`config.mk`:
```
export PLATFORM = sky130hd
export DESIGN_NAME = divisor_base_finder
export DESIGN_NICKNAME = d
export VERILOG_FILES = /design/src/rtl/divisor_base_finder.sv
export SDC_FILE = /design/constraint.sdc
export NUM_CORES = 1
export LEC_CHECK = 0
export ABC_AREA = 1
export CAP_MARGIN = 5
export CORE_UTILIZATION = 38
export CTS_CLUSTER_DIAMETER = 120
export CTS_CLUSTER_SIZE = 25
export DETAILED_ROUTE_END_ITERATION = 16
export PLACE_DENSITY = 0.62
export SLEW_MARGIN = 0
export SYNTH_ARGS = -nofsm -noshare
export SYNTH_HDL_FRONTEND = slang
export SYNTH_SLANG_ARGS = --single-unit
```
`constraint.sdc`:
```
create_clock -name clk -period 5.2 [get_ports clk]
set_input_delay 0.52 -clock clk [delete_from_list [all_inputs] [get_ports clk]]
set_output_delay 0.52 -clock clk [all_outputs]
set_load 0.005 [all_outputs]
```
`src/rtl/divisor_base_finder.sv`:
```
// Sequential power-of-ten base finder for the Nikhilam divider: walks 10^k one step
// per cycle, then reports base, exponent, signed complement and a near-base flag.
module divisor_base_finder #(
    parameter int WIDTH    = 16,
    parameter int NEAR_NUM = 3,
    parameter int NEAR_DEN = 10
) (
    input  logic                   clk,
    input  logic                   rst,
    input  logic                   abort,
    input  logic                   in_valid,
    output logic                   in_ready,
    input  logic [WIDTH-1:0]       in_divisor,
    input  logic                   in_mode,
    output logic                   out_valid,
    input  logic                   out_ready,
    output logic [WIDTH+3:0]       out_base,
    output logic [2:0]             out_exp,
    output logic signed [WIDTH+4:0] out_diff,
    output logic                   out_near,
    output logic                   out_zero
);

    // Smallest k with 10^k > 2^w - 1: the last exponent the search may ever need.
    function automatic int calc_max_exp(input int w);
        longint unsigned lim;
        longint unsigned p;
        int              k;
        lim = (64'd1 << w) - 64'd1;
        p   = 64'd10;
        k   = 1;
        while (p <= lim) begin
            p = p * 64'd10;
            k = k + 1;
        end
        return k;
    endfunction

    localparam int BASE_W  = WIDTH + 4;
    localparam int MAX_EXP = calc_max_exp(WIDTH);
    localparam int NW      = BASE_W + 8;

    localparam logic [NW-1:0]     NEAR_NUM_W = NW'(NEAR_NUM);
    localparam logic [NW-1:0]     NEAR_DEN_W = NW'(NEAR_DEN);
    localparam logic [BASE_W-1:0] BASE_TEN   = BASE_W'(10);
    localparam logic [2:0]        EXP_LAST   = 3'(MAX_EXP);

    typedef enum logic [1:0] {
        IDLE   = 2'd0,
        SEARCH = 2'd1,
        CHECK  = 2'd2,
        DONE   = 2'd3
    } state_t;

    state_t                  state_q;
    logic [WIDTH-1:0]        d_q;
    logic                    mode_q;
    logic [BASE_W-1:0]       p_q;
    logic [2:0]              k_q;

    logic                    in_ready_q;
    logic                    out_valid_q;
    logic [BASE_W-1:0]       out_base_q;
    logic [2:0]              out_exp_q;
    logic signed [BASE_W:0]  out_diff_q;
    logic                    out_near_q;
    logic                    out_zero_q;

    logic [BASE_W-1:0]       d_ext;
    logic [BASE_W:0]         p_x2;
    logic [BASE_W-1:0]       p_d;
    logic [2:0]              k_d;
    logic                    hit_d;
    logic signed [BASE_W:0]  diff_d;
    logic [BASE_W-1:0]       abs_d;
    logic [NW-1:0]           near_lhs_d;
    logic [NW-1:0]           near_rhs_d;
    logic                    near_d;

    assign d_ext = {{(BASE_W-WIDTH){1'b0}}, d_q};
    assign p_x2  = {p_q, 1'b0};
    // x10 as shift-add; cannot overflow because the search stops at MAX_EXP.
    assign p_d   = (p_q << 3) + (p_q << 1);
    assign k_d   = k_q + 3'd1;

    always_comb begin
        hit_d = 1'b0;
        if (mode_q)
            hit_d = (p_q >= d_ext);
        else
            hit_d = ({1'b0, d_ext} < p_x2);
        if (k_q == EXP_LAST)
            hit_d = 1'b1;
    end

    assign diff_d = $signed({1'b0, p_q}) - $signed({1'b0, d_ext});
    assign abs_d  = (p_q >= d_ext) ? (p_q - d_ext) : (d_ext - p_q);

    // Strict tolerance test, widened so neither product can wrap.
    assign near_lhs_d = {8'd0, abs_d} * NEAR_DEN_W;
    assign near_rhs_d = {8'd0, p_q} * NEAR_NUM_W;
    assign near_d     = (near_lhs_d < near_rhs_d);

    always_ff @(posedge clk or posedge rst) begin
        if (rst) begin
            state_q     <= IDLE;
            d_q         <= '0;
            mode_q      <= 1'b0;
            p_q         <= BASE_TEN;
            k_q         <= 3'd1;
            in_ready_q  <= 1'b1;
            out_valid_q <= 1'b0;
            out_base_q  <= BASE_TEN;
            out_exp_q   <= 3'd1;
            out_diff_q  <= '0;
            out_near_q  <= 1'b0;
            out_zero_q  <= 1'b0;
        end else if (abort) begin
            // Result registers keep their contents; only the handshake is dropped.
            state_q     <= IDLE;
            in_ready_q  <= 1'b1;
            out_valid_q <= 1'b0;
        end else begin
            case (state_q)
                IDLE: begin
                    if (in_valid) begin
                        d_q        <= in_divisor;
                        mode_q     <= in_mode;
                        p_q        <= BASE_TEN;
                        k_q        <= 3'd1;
                        in_ready_q <= 1'b0;
                        state_q    <= SEARCH;
                    end
                end
                SEARCH: begin
                    if (hit_d) begin
                        state_q <= CHECK;
                    end else begin
                        p_q <= p_d;
                        k_q <= k_d;
                    end
                end
                CHECK: begin
                    out_base_q  <= p_q;
                    out_exp_q   <= k_q;
                    out_diff_q  <= diff_d;
                    out_near_q  <= near_d;
                    out_zero_q  <= (d_q == '0);
                    out_valid_q <= 1'b1;
                    state_q     <= DONE;
                end
                DONE: begin
                    if (out_ready) begin
                        out_valid_q <= 1'b0;
                        in_ready_q  <= 1'b1;
                        state_q     <= IDLE;
                    end
                end
                default: begin
                    state_q    <= IDLE;
                    in_ready_q <= 1'b1;
                end
            endcase
        end
    end

    assign in_ready  = in_ready_q;
    assign out_valid = out_valid_q;
    assign out_base  = out_base_q;
    assign out_exp   = out_exp_q;
    assign out_diff  = out_diff_q;
    assign out_near  = out_near_q;
    assign out_zero  = out_zero_q;

endmodule

```
==> impl_results.md <==
* Status: finished clean
* Hold_sp: out_base[1]
* Seq/Total Area, Yosys at 0.243
* Fillers at 2365
* CP most frequent cell: nand2_1
* Antenna viol nets, final at 0
* Commonest cells after routing, fill and taps aside: 332 x nand2_1, 134 x ha_1, 117 x inv_1, 114 x a21oi_1, 90 x nor2_1
* Critical-path maximum fanout at 6
* Setup slack, reg-to-reg at 300 ps
* IO buf count at 68
* Syn_area_per_cell at 7.18 um^2
* Clock transition at the registers of the reported paths at 70 ps
* Core ar. at 23500 um^2
* Hold path depth at 2
* Core Util, Final at 0.466
* GRT Total Usage at 0.237
* Synth top area share at 0.223
* Worst slew pin tran at 809 ps
* Layer with the highest usage: met2
* GR Util met3 at 0.0238
* Die Span Y at 157 um
* Die Width at 157 um
* Via count at 8820
* Htree depth at 3
* Bufs on Longest Clock Path at 2
* Worst Hold Endpoint: out_base[1]
* Vias per cell at 5.22
* Post-synth net total at 1439
* Wirelength per Cell at 16.9 um
* GP Congestion at 0.956
* DR iter-0 viols at 507
* Worst-Skew Late Latency at 360 ps
* Cts bufs inserted at 9
* Num ports at 70
* DRT Pass-1 Iters at 5
* EDFF count, synth at 0
* CP cell instances: ha_1 -> inv_1 -> fa_1 -> nand3_1 -> nand3_2 -> a21o_1 -> nand2_1 -> nand2_1 -> xor2_1 -> o21ai_0 -> ha_1 -> ha_1 -> nand2_1 -> nor2_1 -> nand2_1 -> nor3_1 -> nor4_2 -> xor2_1 -> ha_1 -> a2111o_1 -> a21oi_1 -> nand3_1 -> nand2_1
* Final hold vios at 0
* Antenna violations before repair at 0
* Cell taking the most area after synthesis: dfrtp_1
* Grt met2 use at 0.371
* Slew Viols, Final at 0
* Final setup viols at 0
* CP Data Arrival Time at 5200 ps
* Slowest CP cell: dfstp_2
* CP startpoint kind: register
* Largest net degree at the start of global routing at 46
* Vias in the first global route at 8306
* Share of post-route cells with drive strength above 1 at 0.0948
* Most common cell after layout, fill and taps aside: nand2_1
* Antenna cells at 0
* DRC Markers at 0
* WS Path Type: reg2reg
* First-pass GRT wire length at 44400 um
* Fmax at 204 MHz
* Fraction of the cycle the final worst path needs at 0.943
* CTS Root Cell: clkbuf_16
* Netlist Area Pre-Place at 9090 um^2
* CP peak stage delay at 620 ps
* Max Cap Viol at 0
* Site Rows at 56
* Post-Route Skew at 12.2 ps
* Reg-to-reg endpoint: out_near
* WL final at 28600 um
* CP Data Required Time at 5490 ps
* Worst Setup End Kind: register
* Async set or reset register ratio after synthesis at 1.00
* Nets at 1539
* CTS tree: built
* Post-DP HPWL at 23100 um
* Sink Count at 88
* Area grow syn2layout at 20.2%
* Synth Register Bits at 88
* Rel. slew slack at 0.460
* Fin crit period at 4900 ps
* FF-to-FF Start: p_q[1]
* Post-Syn Instances at 1267
* Total die area at 24600 um^2
* Grt ovf at 0
* Hold Path Class: reg2reg
* Register-to-Register Path Depth at 23
* Met1 usage at 0.336
* Initial Util at 0.387
* Ys flop type: dfrtp_1
* Post-synth cell types at 51
* Synth area leaders: dfrtp_1 22%, ha_1 20%, nand2_1 14%
* Ys Warns at 0
-- synth_stat cells (6+ instances only) --
cell	n
a21o_1	6
a21oi_1	124
buf_2	6
clkbuf_1	16
dfrtp_1	81
dfstp_2	7
ha_1	145
inv_1	118
nand2_1	335
nand2_2	6
nand3_1	67
nand3b_1	6
nand4_1	12
nor2_1	93
nor3_1	13
o21ai_0	85
o21bai_1	11
xnor2_1	24
xor2_1	49
-- sequential cells by signal, indices dropped and copies added (netlist names) --
register	flops
out_diff	21
out_base	19
p_q	19
d_q	16
k_q	3
out_exp	3
state_q	2
in_ready	1
mode_q	1
out_near	1
out_valid	1
out_zero	1
-- layer usage --
layer / wire length (um) / vias up / share of wire
met5: 0 / - / 0
met4: 1030 / 0 / 0.036
met3: 1270 / 43 / 0.044
met2: 12600 / 251 / 0.44
met1: 13700 / 4108 / 0.48
li1: - / 4418 / -
-- final cells by class --
class | instances | area (um^2) | area share
multi-input combinational | 1027 | 6470 | 0.592
inverter | 121 | 455 | 0.0417
sequential | 88 | 2210 | 0.202
clock inverter | 7 | 97.6 | 0.00893
tap | 319 | 399 | 0.0365
timing repair buffer | 120 | 1070 | 0.0980
clock buffer | 9 | 225 | 0.0206
-- worst max-delay path by stage --
stage	cells after the start	to	start	slack (ps)
after floorplan	29	out_near	p_q[3]	460
after global placement	28	out_near	d_q[11]	60
after global routing	20	out_near	p_q[3]	-30
final	23	out_near	p_q[1]	300
after CTS	21	out_near	d_q[8]	20
after detailed placement	28	out_near	d_q[11]	30
-- cell families after synthesis --
| logic type | count (synthesis) | share of synthesized area |
|---|---|---|
| AOI/OAI and AO/OA | 253 | 0.153 |
| DFF | 88 | 0.243 |
| buffers and inverters | 153 | 0.0688 |
| and+or+nand+nor | 548 | 0.252 |
| xor gates and xnor gates | 73 | 0.0703 |
| adders and majority gates | 150 | 0.211 |
| muxes | 1 | 0.00110 |
| other | 1 | 0.000412 |
-- stage by stage --
step / cells / hold WS (ps) / setup TNS (ps) / instance area (um^2) / setup WS, ps
after floorplan: 1267 / 457 / 0 / 9090 / 458
after global placement: 1661 / 462 / 0 / 10300 / 56.5
after detailed placement: 1661 / 462 / 0 / 10300 / 27.0
after CTS: 1677 / 478 / 0 / 10600 / 17.2
after global routing: 1691 / 493 / -28.7 / 10900 / -28.7
final: 1691 / 475 / 0 / 10900 / 296
-- worst max-delay path: cells and delay by family (launching register included) --
kind / cells / cell delay, ps
adders and majority gates: 5 / 1650
xor gates and xnor gates: 2 / 280
DFF: 1 / 620
buffers and inverters: 1 / 70
and+or+nand+nor: 11 / 1210
AOI/OAI and AO/OA: 4 / 1000
-- what timing repair did --
item / 4_1_cts / 5_1_grt
endpoints found under the setup margin: 1 / 1
hold buffers: 0 / 0
gates cloned: 0 / 1
buffers inserted: 0 / 13
gates resized for setup: 1 / 48
pin swaps: 0 / 5
Power is left out: the tool's default activity adds up to more than one toggle a clock period on the data nets, which glitch-free logic cannot reach.
